[src/rtl/fifo_wr_ctrl.sv]
// Write-side pointer/flag controller for an asynchronous FIFO: binary/Gray write pointer,
// read-pointer synchronizer, and registered full / almost-full / level / sticky overflow.
module fifo_wr_ctrl #(
   parameter int ADDRESS     = 3,
   parameter int DEPTH       = 8,
   parameter int SYNC_STAGES = 2,
   parameter int AFULL_LEVEL = 6
) (
   input  logic               W_CLK,
   input  logic               W_RST,
   input  logic               W_INC,
   input  logic [ADDRESS:0]   R_PTR,
   input  logic               OVF_CLR,
   output logic [ADDRESS-1:0] W_ADDR,
   output logic [ADDRESS:0]   W_PTR,
   output logic               W_FULL,
   output logic               W_AFULL,
   output logic [ADDRESS:0]   W_LEVEL,
   output logic               W_OVF
);

   // Full when the Gray pointers differ only in their two MSBs.
   localparam logic [ADDRESS:0] FULL_MASK = {2'b11, {(ADDRESS-1){1'b0}}};
   localparam int               AFULL_CLAMP = (AFULL_LEVEL > DEPTH) ? DEPTH : AFULL_LEVEL;
   localparam logic [ADDRESS:0] AFULL_THR = (ADDRESS+1)'(AFULL_CLAMP);

   logic [ADDRESS:0] wbin;
   logic [ADDRESS:0] wbin_next;
   logic [ADDRESS:0] wgray_next;
   logic [ADDRESS:0] rq;
   logic [ADDRESS:0] rbin;
   logic [ADDRESS:0] level_next;
   logic [ADDRESS:0] sync_q [SYNC_STAGES];
   logic             accepted;
   logic             full_next;
   logic             afull_next;

   assign accepted   = W_INC & ~W_FULL;
   assign wbin_next  = wbin + {{ADDRESS{1'b0}}, accepted};
   assign wgray_next = wbin_next ^ (wbin_next >> 1);
   assign rq         = sync_q[SYNC_STAGES-1];

   always_comb begin
      logic acc;
      rbin = '0;
      acc  = 1'b0;
      for (int i = ADDRESS; i >= 0; i--) begin
         acc     = acc ^ rq[i];
         rbin[i] = acc;
      end
   end

   assign level_next = wbin_next - rbin;
   assign full_next  = (wgray_next == (rq ^ FULL_MASK));
   assign afull_next = (level_next >= AFULL_THR);

   always_ff @(posedge W_CLK or posedge W_RST) begin
      if (W_RST) begin
         for (int i = 0; i < SYNC_STAGES; i++) sync_q[i] <= '0;
      end else begin
         sync_q[0] <= R_PTR;
         for (int i = 1; i < SYNC_STAGES; i++) sync_q[i] <= sync_q[i-1];
      end
   end

   always_ff @(posedge W_CLK or posedge W_RST) begin
      if (W_RST) begin
         wbin    <= '0;
         W_ADDR  <= '0;
         W_PTR   <= '0;
         W_FULL  <= 1'b0;
         W_AFULL <= 1'b0;
         W_LEVEL <= '0;
         W_OVF   <= 1'b0;
      end else begin
         wbin    <= wbin_next;
         W_ADDR  <= wbin_next[ADDRESS-1:0];
         W_PTR   <= wgray_next;
         W_FULL  <= full_next;
         W_AFULL <= afull_next;
         W_LEVEL <= level_next;
         // A blocked write in the same cycle as a clear keeps the flag set.
         W_OVF   <= (W_INC & W_FULL) | (W_OVF & ~OVF_CLR);
      end
   end

endmodule

[config.mk]
export PLATFORM = sky130hd
export DESIGN_NAME = fifo_wr_ctrl
export DESIGN_NICKNAME = d
export VERILOG_FILES = /design/src/rtl/fifo_wr_ctrl.sv
export SDC_FILE = /design/constraint.sdc
export NUM_CORES = 1
export LEC_CHECK = 0
export ABC_CLOCK_PERIOD_IN_PS = 2700
export BUFFER_PORTS_ARGS = -buffer_cell sky130_fd_sc_hd__buf_2
export CORE_MARGIN = 2
export CORE_UTILIZATION = 51
export DETAILED_ROUTE_END_ITERATION = 10
export PLACE_DENSITY = 0.76
export SKIP_CTS_REPAIR_TIMING = 1
export SLEW_MARGIN = 5
export SYNTH_ARGS = -nofsm -noshare
export SYNTH_HDL_FRONTEND = slang
export SYNTH_SLANG_ARGS = --single-unit
[constraint.sdc]
create_clock -name W_CLK -period 2.7 [get_ports W_CLK]
set_clock_uncertainty 0.05 [all_clocks]
set_input_delay 0.135 -clock W_CLK [delete_from_list [all_inputs] [get_ports W_CLK]]
set_output_delay 0.135 -clock W_CLK [all_outputs]
set_load 0.03 [all_outputs]
After elaboration in Yosys (flattened, before gate mapping)
Index checks and enable logic that the tools add are counted.
Word-level totals
  flip-flop bits (word level): 26
  output and inout port bits: 14
Cells by class
  $add $sub $neg: 2
  order comparisons: 1
  eq/ne operators: 1
  bitwise logic cells: 11
Operators with widths (number)
  adder 4 x 1 -> 4 bit: 1
  equality test 4 bit: 1
  greater-or-equal comparator 4 x 3 -> 1 bit, second input constant: 1
  subtractor 4 bit: 1
  XOR 4 x 3 -> 4 bit: 1
  bitwise AND 1 bit: 3
  XOR 1 bit: 3
  NOT 1 bit: 2
  NOT 2 bit: 1
  OR 1 bit: 1

Depth between registers and ports, before layout
Gate-level depths: netlist of the first run.
  depth after elaboration: 5
  mapped depth: 9
  depth with buffers taken out: 9

Least setup slack after synthesis of the first run
No wires, ideal clock.
  path type: register -> register
  start point: register W_FULL
  end point: register W_AFULL
  data arrival time: 2034 ps
  required time: 2517 ps
  setup slack: 483 ps
  cell stages (with the launch flop): 10
  buffers on the path: 0
  cells stage by stage: dfrtp_1 > nor2b_1 > ha_1 > ha_1 > xnor2_2 > inv_1 > ha_1 > nand2b_1 > mux2i_1 > nand4b_1
On the way
  cells in the longest elaborated chain, start to end: 5
Ends and longest elaborated chain
  start: declaration: RTL line 16  | output logic W_FULL,
  start signal: assignment: RTL line 79  | W_FULL <= full_next;
  NOT 1 bit: RTL line 38  | assign accepted = W_INC & ~W_FULL;
  bitwise AND 1 bit: RTL line 38
  adder 4 x 1 -> 4 bit: RTL line 39  | assign wbin_next = wbin + {{ADDRESS{1'b0}}, accepted};
  via wbin_next[2]: RTL line 28  | logic [ADDRESS:0] wbin_next;
  subtractor 4 bit: RTL line 53  | assign level_next = wbin_next - rbin;
  greater-or-equal comparator 4 x 3 -> 1 bit: RTL line 55  | assign afull_next = (level_next >= AFULL_THR);
  via afull_next: RTL line 36  | logic afull_next;
  end signal: assignment: RTL line 80  | W_AFULL <= afull_next;
  end: declaration: RTL line 17  | output logic W_AFULL,
The timed path passes the listed nets, and every way through them passes these cells.

Worst setup path in the final report of the first run
  start point: register sync_q (netlist bit rq[3])
  end point: register W_AFULL
On the way
  cells in the longest elaborated chain, start to end: 5
Ends and longest elaborated chain
  start: declaration: RTL line 33  | logic [ADDRESS:0] sync_q [SYNC_STAGES];
  XOR 1 bit (3 in a row): RTL line 48  | acc = acc ^ rq[i];
  subtractor 4 bit (*): RTL line 53
  greater-or-equal comparator 4 x 3 -> 1 bit (*): RTL line 55
  via afull_next: RTL line 36
The timed path passes the listed nets; every way through them passes the cells marked *.

==> results of run 1 <==
synth_stat cells, drive strengths merged (2+ instances only):
| cell type | instances | area [um^2] |
|---|---|---|
| nand2 | 3 | 11.3 |
| ha | 5 | 62.6 |
| xnor3 | 2 | 46.3 |
| inv | 7 | 26.3 |
| a21oi | 2 | 10.0 |
| or3 | 2 | 13.8 |
| nand3 | 4 | 20.0 |
| xnor2 | 8 | 77.6 |
| dfrtp | 22 | 551 |
| xor2 | 5 | 43.8 |
flip-flops by register name (all words and copies together), names as in the netlist:
| register | cells |
|---|---|
| W_PTR | 4 |
| sync_q | 4 |
| W_FULL | 1 |
| W_OVF | 1 |
| W_ADDR | 2 |
| wbin | 1 |
| rq | 4 |
| W_AFULL | 1 |
| W_LEVEL | 4 |
path summary, 6_finish.rpt:
| check | from | endpoint | slack [ps] | cells past startpoint |
|---|---|---|---|---|
| worst max-delay path | rq[3] | W_AFULL | 540 | 8 |
| worst min-delay path | W_INC | W_OVF | 20 | 3 |
| worst max register to register | rq[3] | W_AFULL | 540 | 8 |
| worst min register to register | sync_q[5] | rq[1] | 310 | 0 |
| max in group asynchronous | W_RST | W_PTR[3] | 1620 | 3 |
| min in group asynchronous | W_RST | sync_q[5] | 490 | 3 |
cells by family after synthesis:
kind of cell	share of synthesized area [%]
DFF	59.1
and+or+nand+nor	7.13
xor gates and xnor gates	18.0
AOI/OAI and AO/OA	3.36
buffers and inverters	3.36
adders and majority gates	7.93
muxes	1.08
cell usage in the layout (no fill, tap or decap), types with 2 or more instances in the layout:
cell type and count:
sky130_fd_sc_hd__buf_2 21, sky130_fd_sc_hd__ha_1 5, sky130_fd_sc_hd__dfrtp_1 22, sky130_fd_sc_hd__dlygate4sd3_1 6
sky130_fd_sc_hd__clkbuf_4 3, sky130_fd_sc_hd__xor2_1 5, sky130_fd_sc_hd__inv_1 7, sky130_fd_sc_hd__xnor2_1 7
sky130_fd_sc_hd__nand2_1 3, sky130_fd_sc_hd__nand3_1 4, sky130_fd_sc_hd__a21oi_1 2
critical path, stage by stage (launching register included):
cell and delay (ps):
sky130_fd_sc_hd__dfrtp_1 440, sky130_fd_sc_hd__xnor3_2 500, sky130_fd_sc_hd__xnor2_1 160, sky130_fd_sc_hd__ha_1 160, sky130_fd_sc_hd__inv_1 60, sky130_fd_sc_hd__ha_1 170
sky130_fd_sc_hd__a21oi_1 220, sky130_fd_sc_hd__mux2i_1 110, sky130_fd_sc_hd__nand4b_1 170
stage by stage:
step	hold slack, ps	worst slack [ps]	area, um^2	utilization (%)	cells
floorplan	74.2	483	931	-	69
finish	21.1	545	1150	66.7	124
global route	10.8	337	1150	66.7	124
CTS	-121	536	1090	63.3	118
global placement	194	611	1070	62.0	115
detailed placement	195	555	1070	62.0	115
area by class of cell:
cell class / count / area share, %
timing repair buffer: 28 / 15.0
multi-input combinational: 39 / 30.3
clock buffer: 3 / 1.95
inverter: 7 / 2.28
tap: 25 / 2.71
sequential: 22 / 47.8
per-layer routing:
metal	GRT usage (%)	vias to the layer above	wire length, um
li1	-	287	-
met1	15.7	265	575
met2	25.3	19	665
met3	3.53	4	56
met4	6.67	0	21
met5	0	-	0
==> run summary, run 1 <==
For the pin with the worst max-slew slack, the measured transition is 797 ps. After the first detailed-routing iteration, the DRC count stood at 7. The arrival time of the worst setup path was 2280 ps. The placed wire-length estimate was 961 um; the total clock buffers created by CTS was 3.

After detailed routing, the total wire length is 1.32 mm. The floorplan has 15 rows. The worst path needs 2160 ps of the cycle, external delays included.

In this run the vertical extent of the chip is 46.7 um. 0 antenna diodes ended up in the layout. In this run the clock root is driven by a sky130_fd_sc_hd__clkbuf_4. The total of fill cells in the finished design was 146; the number of buffers on the longest clock path was 2. The layout overhead on the synthesized area came out at 23.8%. Setup repair after global routing left no endpoint under its margin.

Routed wire length per instance: 10.6 um. The count of cell types in the netlist is 22, and the total of buffers placed on input and output ports is 21. The number of levels in the clock H-tree came out at 1. For the overall die area, the log shows 0.00218 mm^2.

The ratio of final minimum period to clock period was 79.8%; the global routing usage summed across all routing layers was 14.2%. The critical path in this run is classified as flop to flop. The most used flip-flop cell after synthesis is sky130_fd_sc_hd__dfrtp_1. The clock reaches the later pin of the worst-skew pair after 290 ps. The post-route antenna net violation count was 0; the netlist area before placement was 931 um^2. Clock-pin slew was measured on the worst setup and hold paths at 110 ps. Largest fanout on the critical path: 5. The warning count from the yosys run is 0, and the post-synthesis area per instance is 13.5 um^2. The tools report the last weighted congestion value of the routability-driven placer as 0.724. Static timing analysis puts the maximum clock frequency at 464 MHz. The worst setup path is captured at a flop.

TritonCTS built the clock tree. At the end of the flow, the number of nets in the layout was 114. Global routing finished with a remaining overflow of 0.

For the gate count of the mapped netlist, the log shows 69. The number of enable-type register cells in the synthesized netlist works out to 0. The per-cell via count in the routed design works out to 4.64.

Summing the sequential cell areas from Yosys gives 59.1% of the chip area. In this run the horizontal extent of the chip is 46.7 um. The path class of the tightest hold or removal check is primary input to flop. Headroom to the max-slew limit came out at 46.8%.

The critical path required time is 2820 ps. For the top-level I/O count, the log shows 22. The routed layout has 575 vias.

The logs give 22 for the total clock sinks and 23 for the pin count of the biggest net entering global routing. For this run, design rule violations remaining after detail routing come to 0. Once the floorplan was initialized, standard cells occupied 53.9% of the core. Share of flip-flops with an asynchronous set or reset after synthesis: 100%. The run gives 551 um^2 as the area taken by flip-flops and latches. Adding up every negative setup slack in the final design gives 0 ps. The detailed-router iteration count before antenna repair came out at 4. For the final-report hold violation count, the log shows 0. Sort of element at the start of the critical path: a flop.

The tools report the via count of the first global-routing pass as 526. The flow ran to the end, and the final reports show no timing, DRC or antenna violations. For the reported max-cap violation count, the log shows 0.

The core region is 0.00173 mm^2. The multi-input combinational cells in the finished layout cover a total of 349 um^2. The tools report the initial antenna violation count as 0. The fraction of final layout cells sized beyond drive strength 1 is 29.3%, and the number of pins with negative max-slew slack in the final report is 0. The tools report the post-synth net total as 82. After synthesis the netlist holds a flip-flop and latch count of 22. Setup violations remaining at the end of the flow were counted as 0. The first global-routing pass estimated 2.10 mm of wire.
Power of run 1 is not shown: default switching activity piles up to over one toggle a cycle in this logic, so the estimate is an artifact.
==> inputs of run 2 (changes only) <==
ABC_AREA = 1   (was default)
ABC_CLOCK_PERIOD_IN_PS = 2100   (was 2700)
clock period = 2.1 ns   (was 2.7 ns; I/O delays follow)
==> run 2 against run 1 <==
Global-route usage increased by 2.3 points. Utilization increased by 3.4 points. Maximum frequency increased by 9.9%. Via count increased by 28%. Synthesized cell count increased by 45%. Sequential cell count unchanged. Final area increased by 6.2%. Count of clock-buffer cells in the layout increased by 1. Wire length increased by 30%. Die area increased by 2.2%. Largest cell class unchanged.
==> run summary, run 2 <==
The sum of buffers and inverters on the critical path is 1 (unchanged), and the reported max-cap violation count is 0 (unchanged). TritonCTS built the clock tree. The run gives 1 (unchanged) as the number of levels in the clock H-tree. The total clock buffers created by CTS is 3 (unchanged).

Clock period minus final worst setup slack: 1960 ps (was 2160 ps). Biggest area contributors in the synthesized netlist: sky130_fd_sc_hd__dfrtp_1 58%, sky130_fd_sc_hd__nand2_1 10%, sky130_fd_sc_hd__inv_1 7.9% (was sky130_fd_sc_hd__dfrtp_1 59%, sky130_fd_sc_hd__ha_1 6.7%, sky130_fd_sc_hd__xnor2_1 6.6%). The path class of the lowest-slack min-delay path was primary input to flop (unchanged).

List of cells traversed by the critical path: nor2_1 -> ha_2 -> ha_4 -> or2_4 -> nand2_4 -> ha_1 -> inv_1 -> nor2_1 -> nand3_2 -> nand3_1 -> nand3_1 (was xnor3_2 -> xnor2_1 -> ha_1 -> inv_1 -> ha_1 -> a21oi_1 -> mux2i_1 -> nand4b_1). The overflow left after global routing was 0 (unchanged). The tools report the critical path capture point type as a flop (unchanged).

The logs give 70.1% (was 66.7%) for the fraction of the core area covered by cells at the end of the flow and 0.00175 mm^2 (was 0.00173 mm^2) for the floorplan core area. The clock network latency to the later pin of the worst-skew pair is 300 ps (was 290 ps), and the die height is 47.2 um (was 46.7 um). The classification of the worst setup path is flop to flop (unchanged). The share of flip-flops with an asynchronous set or reset after synthesis is 100% (unchanged), and the initial core utilization is 54.6% (was 53.9%). The clock edge transition at the registers on the reported setup and hold paths was 120 ps (was 110 ps); the number of enable-type register cells in the synthesized netlist was 0 (unchanged).

The ratio of final minimum period to clock period is 93.4% (was 79.8%). The placed wire-length estimate was 1.16 mm (was 961 um). For the number of buffers on the longest clock path, the log shows 2 (unchanged). Most area-hungry cell type in the Yosys netlist: sky130_fd_sc_hd__dfrtp_1 (unchanged).

The run finished with clean final reports. The run gives 57.7% (was 59.1%) as the sequential-to-total area share from yosys stat. The delay of the slowest critical-path stage works out to 410 ps (was 500 ps).

The number of DRC violations after detailed routing is 0 (unchanged), and the post-synthesis area per instance is 9.53 um^2 (was 13.5 um^2). Setup repair after global routing left no endpoint under its margin. The number of standard-cell rows in the floorplan was 15 (unchanged). The tools report the total of fill cells in the finished design as 131 (was 146). Number of antenna repair diodes: 0 (unchanged).

Cell with the biggest individual delay on the critical path: sky130_fd_sc_hd__dfrtp_1 (was sky130_fd_sc_hd__xnor3_2). Most frequent cells after synthesis: 26 x sky130_fd_sc_hd__nand2_1, 22 x sky130_fd_sc_hd__dfrtp_1, 20 x sky130_fd_sc_hd__inv_1 (was 22 x sky130_fd_sc_hd__dfrtp_1, 7 x sky130_fd_sc_hd__inv_1, 7 x sky130_fd_sc_hd__xnor2_1). For the highest attainable clock frequency, the log shows 510 MHz (was 464 MHz). The top-level I/O count is 22 (unchanged), and the warning count from the yosys run is 0 (unchanged).

The post-route antenna net violation count is 0 (unchanged). The most used flip-flop cell after synthesis was sky130_fd_sc_hd__dfrtp_1 (unchanged). In this run the static leakage power is 0.677 nW. The worst slew margin relative to its limit came out at 48.2% (was 46.8%). The netlist area before placement came out at 953 um^2 (was 931 um^2). The largest fanout on the critical path came out at 5 (unchanged). The sum of routed wire length over all layers came out at 1.71 mm (was 1.32 mm). The tools report the maximum ir drop on the vdd rail as 0.794 mV. The logs give 0.817 (was 0.724) for the last weighted congestion value of the routability-driven placer and 0 (unchanged) for the final number of setup-violating endpoints. Arrival time of the worst setup path: 2110 ps (was 2280 ps). The horizontal die dimension works out to 47.2 um (was 46.7 um). The top layer used by detailed routing is met4 (unchanged).

The logs give 734 (was 575) for the total vias in the final route and 350 um^2 (was 349 um^2) for the area occupied by multi-input gates. The pin count of the biggest net entering global routing was 23 (unchanged); the area fraction of the dominant cell type after synthesis was 57.7% (was 59.1%). The detailed-router iteration count before antenna repair is 6 (was 4), and the slew at the pin with the worst max-slew slack is 776 ps (was 797 ps). The tools report the final setup TNS as 0 ps (unchanged). The total of buffers placed on input and output ports was 21 (unchanged); the per-cell via count in the routed design was 4.65 (was 4.64).

The tools report the gate count of the mapped netlist as 100 (was 69). The logs give 0.00223 mm^2 (was 0.00218 mm^2) for the overall die area and 55 um (was 56 um) for the sum of met3 wire segment lengths after detailed routing. Root buffer cell: sky130_fd_sc_hd__clkbuf_4 (unchanged). The run gives 21.4 ps (was 21.1 ps) as the hold slack. Commonest non-fill, non-tap cells in the layout: 26 x sky130_fd_sc_hd__nand2_1, 22 x sky130_fd_sc_hd__dfrtp_1, 21 x sky130_fd_sc_hd__buf_2, 19 x sky130_fd_sc_hd__inv_1, 12 x sky130_fd_sc_hd__nand3_1 (was 22 x sky130_fd_sc_hd__dfrtp_1, 21 x sky130_fd_sc_hd__buf_2, 7 x sky130_fd_sc_hd__inv_1, 7 x sky130_fd_sc_hd__xnor2_1, 6 x sky130_fd_sc_hd__dlygate4sd3_1). For the wire length on met2, the log shows 941 um (was 665 um). The area taken by flip-flops and latches came out at 551 um^2 (unchanged). Most frequent standard cell in the layout excluding fill and tap cells: sky130_fd_sc_hd__nand2_1 (was sky130_fd_sc_hd__dfrtp_1). The most frequent cell after synthesis was sky130_fd_sc_hd__nand2_1 (was sky130_fd_sc_hd__dfrtp_1). Number of design-rule violations left by the first detailed-router iteration: 6 (was 7). The count of cell types in the netlist came out at 13 (was 22). The logs give 618 (was 526) for the via count of the first global-routing pass and 2.48 mm (was 2.10 mm) for the global-route wire length before repair. The layout overhead on the synthesized area works out to 28.3% (was 23.8%). The total clock sinks was 22 (unchanged); the critical path required time was 2250 ps (was 2820 ps).

The final-report hold violation count was 0 (unchanged); the power density over cell area was 1620 mW/mm^2. The routed wire length per instance is 10.8 um (was 10.6 um), and the post-synth net total is 113 (was 82). The tools report the number of nets in the final layout as 147 (was 114). The fraction of final layout cells sized beyond drive strength 1 works out to 27.1% (was 29.3%).

The global routing usage summed across all routing layers was 16.4% (was 14.2%); the number of pins with negative max-slew slack in the final report was 0 (unchanged). Top cell family by delay on the critical path: simple AND/OR/NAND/NOR gates (was XOR/XNOR gates). The flip-flop and latch count after synthesis is 22 (unchanged), and the initial antenna violation count is 0 (unchanged). The wire length on met1 is 692 um (was 575 um). The sort of element at the start of the critical path was a flop (unchanged).
## run 2: cell types whose count changed in the layout (fill, tap and decap cells not counted), moves of 2 or more
cell | previous run | this run
sky130_fd_sc_hd__a21oi_1 | 2 | 0
sky130_fd_sc_hd__nand3_1 | 4 | 12
sky130_fd_sc_hd__inv_1 | 7 | 19
sky130_fd_sc_hd__nand3_2 | 0 | 2
sky130_fd_sc_hd__ha_1 | 5 | 2
sky130_fd_sc_hd__nor2_1 | 0 | 3
sky130_fd_sc_hd__nand2_1 | 3 | 26
sky130_fd_sc_hd__xnor2_1 | 7 | 0
sky130_fd_sc_hd__ha_2 | 0 | 2
## run 2: per-stage QoR
| step | setup slack [ps] | power (mW) | std cells | cell area, um^2 |
|---|---|---|---|---|
| 2_1_floorplan | 43.7 | 1.43 | 100 | 953 |
| 3_3_place_gp | 138 | 1.65 | 146 | 1090 |
| 3_5_place_dp | 58.0 | 1.69 | 146 | 1090 |
| 4_1_cts | -0.990 | 1.92 | 150 | 1130 |
| 5_1_grt | 1.02 | 2.15 | 158 | 1220 |
| 6_report | 139 | 1.98 | 158 | 1220 |
## run 2: final cells by class
type / count / share of cell area, %
clock buffer: 4 / 2.97
sequential: 22 / 45.0
timing repair buffer: 29 / 14.7
inverter: 20 / 6.13
multi-input combinational: 58 / 28.6
tap: 25 / 2.56
## run 2: final timing paths
kind / startpoint / endpoint / slack, ps / cells after the start
max in group asynchronous: W_RST / W_AFULL / 1100 / 3
min in group asynchronous: W_RST / rq[0] / 420 / 3
hold / removal: W_INC / W_OVF / 20 / 3
setup reg to reg: W_FULL / W_AFULL / 140 / 11
hold reg to reg: sync_q[6] / rq[2] / 310 / 0
setup / recovery: W_FULL / W_AFULL / 140 / 11
## run 2: cells by family (layout without fill, tap and decap cells)
logic type / count (synthesis) / count (layout) / share of synthesized area (%)
buf+inv: 20 / 53 / 7.87
compound gates: 1 / 1 / 0.524
simple gates: 47 / 47 / 22.7
flops: 22 / 22 / 57.7
xor+xnor: 5 / 5 / 4.59
fa+ha+maj: 5 / 5 / 6.56
## run 2: worst min-delay path: stages
cell,delay [ps]
sky130_fd_sc_hd__buf_2,100
sky130_fd_sc_hd__nand2_1,60
sky130_fd_sc_hd__o21ai_0,70
## run 2: layer usage
layer  GRT usage [%]  up-vias
met2            28.9       18
met1            19.3      344
met3            3.46        4
met4            6.67        0
met5               0        -
li1                -      368
## run 2: report_power, final
| group | internal [mW] | switching (mW) | leakage, nW | total (mW) |
|---|---|---|---|---|
| combinational | 0.387 | 0.743 | 0.395 | 1.13 |
| clock | 0.106 | 0.121 | 0.0210 | 0.227 |
| sequential | 0.566 | 0.0565 | 0.261 | 0.623 |
| total | 1.06 | 0.921 | 0.677 | 1.98 |
Power figures use the tool's default switching activity.
==> inputs of run 3 (changes only) <==
ABC_CLOCK_PERIOD_IN_PS = 2500   (was 2100)
BUFFER_PORTS_ARGS = default   (was -buffer_cell sky130_fd_sc_hd__buf_2)
CORE_UTILIZATION = 63   (was 51)
DONT_BUFFER_PORTS = 1   (was default)
PLACE_DENSITY = 0.79   (was 0.76)
clock period = 2.5 ns   (was 2.1 ns; I/O delays follow)
==> run 3 against run 2 <==
First-iteration DRC count is 33% higher. Hold slack improved by 71 ps. Wire length decreased by 8.4%. Via count decreased by 7.1%. Utilization rose by 4.7 points. Critical endpoint unchanged.
==> run summary, run 3 (synthesized netlist as in run 2, its figures left out) <==
Commonest non-fill, non-tap cells in the layout: 26 x sky130_fd_sc_hd__nand2_1, 22 x sky130_fd_sc_hd__dfrtp_1, 20 x sky130_fd_sc_hd__inv_1, 13 x sky130_fd_sc_hd__nand3_1, 7 x sky130_fd_sc_hd__dlygate4sd3_1 (was 26 x sky130_fd_sc_hd__nand2_1, 22 x sky130_fd_sc_hd__dfrtp_1, 21 x sky130_fd_sc_hd__buf_2, 19 x sky130_fd_sc_hd__inv_1, 12 x sky130_fd_sc_hd__nand3_1). The number of pins with negative max-slew slack in the final report is 0 (unchanged). Setup repair after global routing left no endpoint under its margin. The sum of routed wire length over all layers was 1.57 mm (was 1.71 mm). The ratio of final minimum period to clock period works out to 87.5% (was 93.4%). The global routing's busiest layer is met2 (unchanged). The hold slack came out at 92.0 ps (was 21.4 ps). The classification of the worst setup path was flop to flop (unchanged).

The top cell family by delay on the critical path was adder cells (was simple AND/OR/NAND/NOR gates). The highest attainable clock frequency was 457 MHz (was 510 MHz); the worst slew margin relative to its limit was 47.0% (was 48.2%). Root buffer cell: sky130_fd_sc_hd__clkbuf_4 (unchanged). Layout overhead on the synthesized area: 14.0% (was 28.3%). The number of design-rule violations left by the first detailed-router iteration is 8 (was 6), and the sum of buffers and inverters on the critical path is 3 (was 1).

The tools report the post-route antenna net violation count as 0 (unchanged). The horizontal die dimension came out at 42.9 um (was 47.2 um). The arrival time of the worst setup path was 2350 ps (was 2110 ps). The tools report the overflow left after global routing as 0 (unchanged). The flow ran to the end, and the final reports show no timing, DRC or antenna violations. The sort of element at the start of the critical path was a flop (unchanged). The routed wire length per instance was 12.3 um (was 10.8 um). The number of levels in the clock H-tree came out at 1 (unchanged).

For the number of buffers on the longest clock path, the log shows 2 (unchanged). The run gives 33.6% (was 28.9%) as the global-route met2 utilization. The total clock sinks is 22 (unchanged), and the number of standard-cell rows in the floorplan is 14 (was 15).

The logs give 74.8% (was 70.1%) for the fraction of the core area covered by cells at the end of the flow and 0 (unchanged) for the initial antenna violation count. The clock network latency to the later pin of the worst-skew pair is 310 ps (was 300 ps), and the slew at the pin with the worst max-slew slack is 794 ps (was 776 ps). The power density over cell area came out at 1400 mW/mm^2 (was 1620 mW/mm^2).

The delay of the slowest critical-path stage was 510 ps (was 410 ps); the via count of the first global-routing pass was 606 (was 618). For the initial core utilization, the log shows 65.6% (was 54.6%). The per-cell via count in the routed design is 5.33 (was 4.65), and the clock period minus final worst setup slack is 2190 ps (was 1960 ps).

The logs give 0.738 mV (was 0.794 mV) for the maximum ir drop on the vdd rail and 682 (was 734) for the total vias in the final route. Final number of setup-violating endpoints: 0 (unchanged). The path class of the lowest-slack min-delay path was primary input to flop (unchanged). Pin count of the biggest net entering global routing: 23 (unchanged). The clock edge transition at the registers on the reported setup and hold paths works out to 110 ps (was 120 ps). Placement-stage cell area: 981 um^2 (was 0.00109 mm^2). The global routing usage summed across all routing layers came out at 19.0% (was 16.4%). The static leakage power was 0.596 nW (was 0.677 nW).

The most frequent standard cell in the layout excluding fill and tap cells was sky130_fd_sc_hd__nand2_1 (unchanged). Met3 demand-to-capacity share in global routing: 4.26% (was 3.46%). Among the stages of the critical path, the cell type that occurs most often is sky130_fd_sc_hd__nand3_1.

The placed wire-length estimate was 1.10 mm (was 1.16 mm); the die height was 42.9 um (was 47.2 um). The run gives 0 (unchanged) as the final-report hold violation count. The cell with the biggest individual delay on the critical path is sky130_fd_sc_hd__dfrtp_1 (unchanged). For the global-route met1 utilization, the log shows 22.1% (was 19.3%). The reported max-cap violation count was 0 (unchanged); the top-level I/O count was 22 (unchanged). The number of antenna repair diodes is 0 (unchanged).

The total of buffers placed on input and output ports is 0 (was 21), and the overall die area is 0.00184 mm^2 (was 0.00223 mm^2). The critical path capture point type was a flop (unchanged). The logs give 4 (was 6) for the detailed-router iteration count before antenna repair and 3 (unchanged) for the total clock buffers created by CTS.

The run gives 0.00109 mm^2 (was 0.00122 mm^2) as the post-route cell area. The total of fill cells in the finished design is 92 (was 131). The global-route wire length before repair is 2.55 mm (was 2.48 mm).

Floorplan core area: 0.00145 mm^2 (was 0.00175 mm^2). The largest fanout on the critical path was 6 (was 5). The final cell count without fillers was 128 (was 158). The tools report the number of DRC violations after detailed routing as 0 (unchanged). TritonCTS built the clock tree. The run gives 0.782 (was 0.817) as the last weighted congestion value of the routability-driven placer.

List of cells traversed by the critical path: ha_1 -> ha_1 -> inv_1 -> nand3_1 -> nand2_1 -> inv_1 -> ha_1 -> inv_1 -> nand3_1 -> nand3_1 -> nand3_1 (was nor2_1 -> ha_2 -> ha_4 -> or2_4 -> nand2_4 -> ha_1 -> inv_1 -> nor2_1 -> nand3_2 -> nand3_1 -> nand3_1). The tools report the number of nets in the final layout as 126 (was 147). The logs give 2660 ps (was 2250 ps) for the critical path required time and 0 ps (unchanged) for the final setup TNS.

The instance count after placement with tap cells included is 117 (was 146), and the fraction of final layout cells sized beyond drive strength 1 is 8.04% (was 27.1%).
run 3: cell count changes in the layout (fill, tap and decap cells not counted):
cell / change
sky130_fd_sc_hd__inv_1: +1
sky130_fd_sc_hd__buf_4: -1
sky130_fd_sc_hd__nand3_2: -1
sky130_fd_sc_hd__dlygate4sd3_1: +1
sky130_fd_sc_hd__ha_4: -1
sky130_fd_sc_hd__inv_2: -1
sky130_fd_sc_hd__ha_2: -2
sky130_fd_sc_hd__buf_2: -21
sky130_fd_sc_hd__nand3_1: +1
sky130_fd_sc_hd__ha_1: +3
run 3: worst paths after layout:
| kind | startpoint | endpoint | slack (ps) | cells after the start |
|---|---|---|---|---|
| setup / recovery | W_ADDR[0] | W_AFULL | 310 | 11 |
| hold / removal | W_INC | W_ADDR[0] | 90 | 3 |
| setup reg to reg | W_ADDR[0] | W_AFULL | 310 | 11 |
| hold reg to reg | sync_q[7] | rq[3] | 310 | 0 |
| max in group asynchronous | W_RST | sync_q[7] | 1550 | 2 |
| min in group asynchronous | W_RST | W_LEVEL[0] | 350 | 2 |
run 3: cell type report:
| cell class | instances | area (um^2) | share of cell area, % |
|---|---|---|---|
| timing repair buffer | 8 | 77.6 | 7.13 |
| clock buffer | 4 | 36.3 | 3.34 |
| tap | 16 | 20.0 | 1.84 |
| inverter | 20 | 75.1 | 6.90 |
| sequential | 22 | 551 | 50.6 |
| multi-input combinational | 58 | 328 | 30.1 |
run 3: through the flow:
stage / setup WS [ps] / total power [mW]
floorplan: 444 / 1.20
global placement: 402 / 1.29
detailed placement: 336 / 1.32
CTS: 318 / 1.51
global route: 164 / 1.64
finish: 312 / 1.52
run 3: power breakdown:
| group | total [mW] | internal (mW) | switching (mW) |
|---|---|---|---|
| sequential | 0.744 | 0.475 | 0.269 |
| clock | 0.194 | 0.0890 | 0.105 |
| combinational | 0.581 | 0.226 | 0.355 |
| total | 1.52 | 0.790 | 0.729 |
run 3: worst reg2reg max path, stage by stage, from the launching register on:
cell and delay, ps:
sky130_fd_sc_hd__dfrtp_1 510, sky130_fd_sc_hd__ha_1 270, sky130_fd_sc_hd__ha_1 380, sky130_fd_sc_hd__inv_1 100
sky130_fd_sc_hd__nand3_1 120, sky130_fd_sc_hd__nand2_1 100, sky130_fd_sc_hd__inv_1 40, sky130_fd_sc_hd__ha_1 180
sky130_fd_sc_hd__inv_1 60, sky130_fd_sc_hd__nand3_1 90, sky130_fd_sc_hd__nand3_1 100, sky130_fd_sc_hd__nand3_1 70
run 3: per-layer routing:
metal | share of wire (%) | wire [um]
met1 | 41 | 642
met4 | 1.0 | 16
met3 | 4.6 | 72
met5 | 0 | 0
met2 | 53 | 837
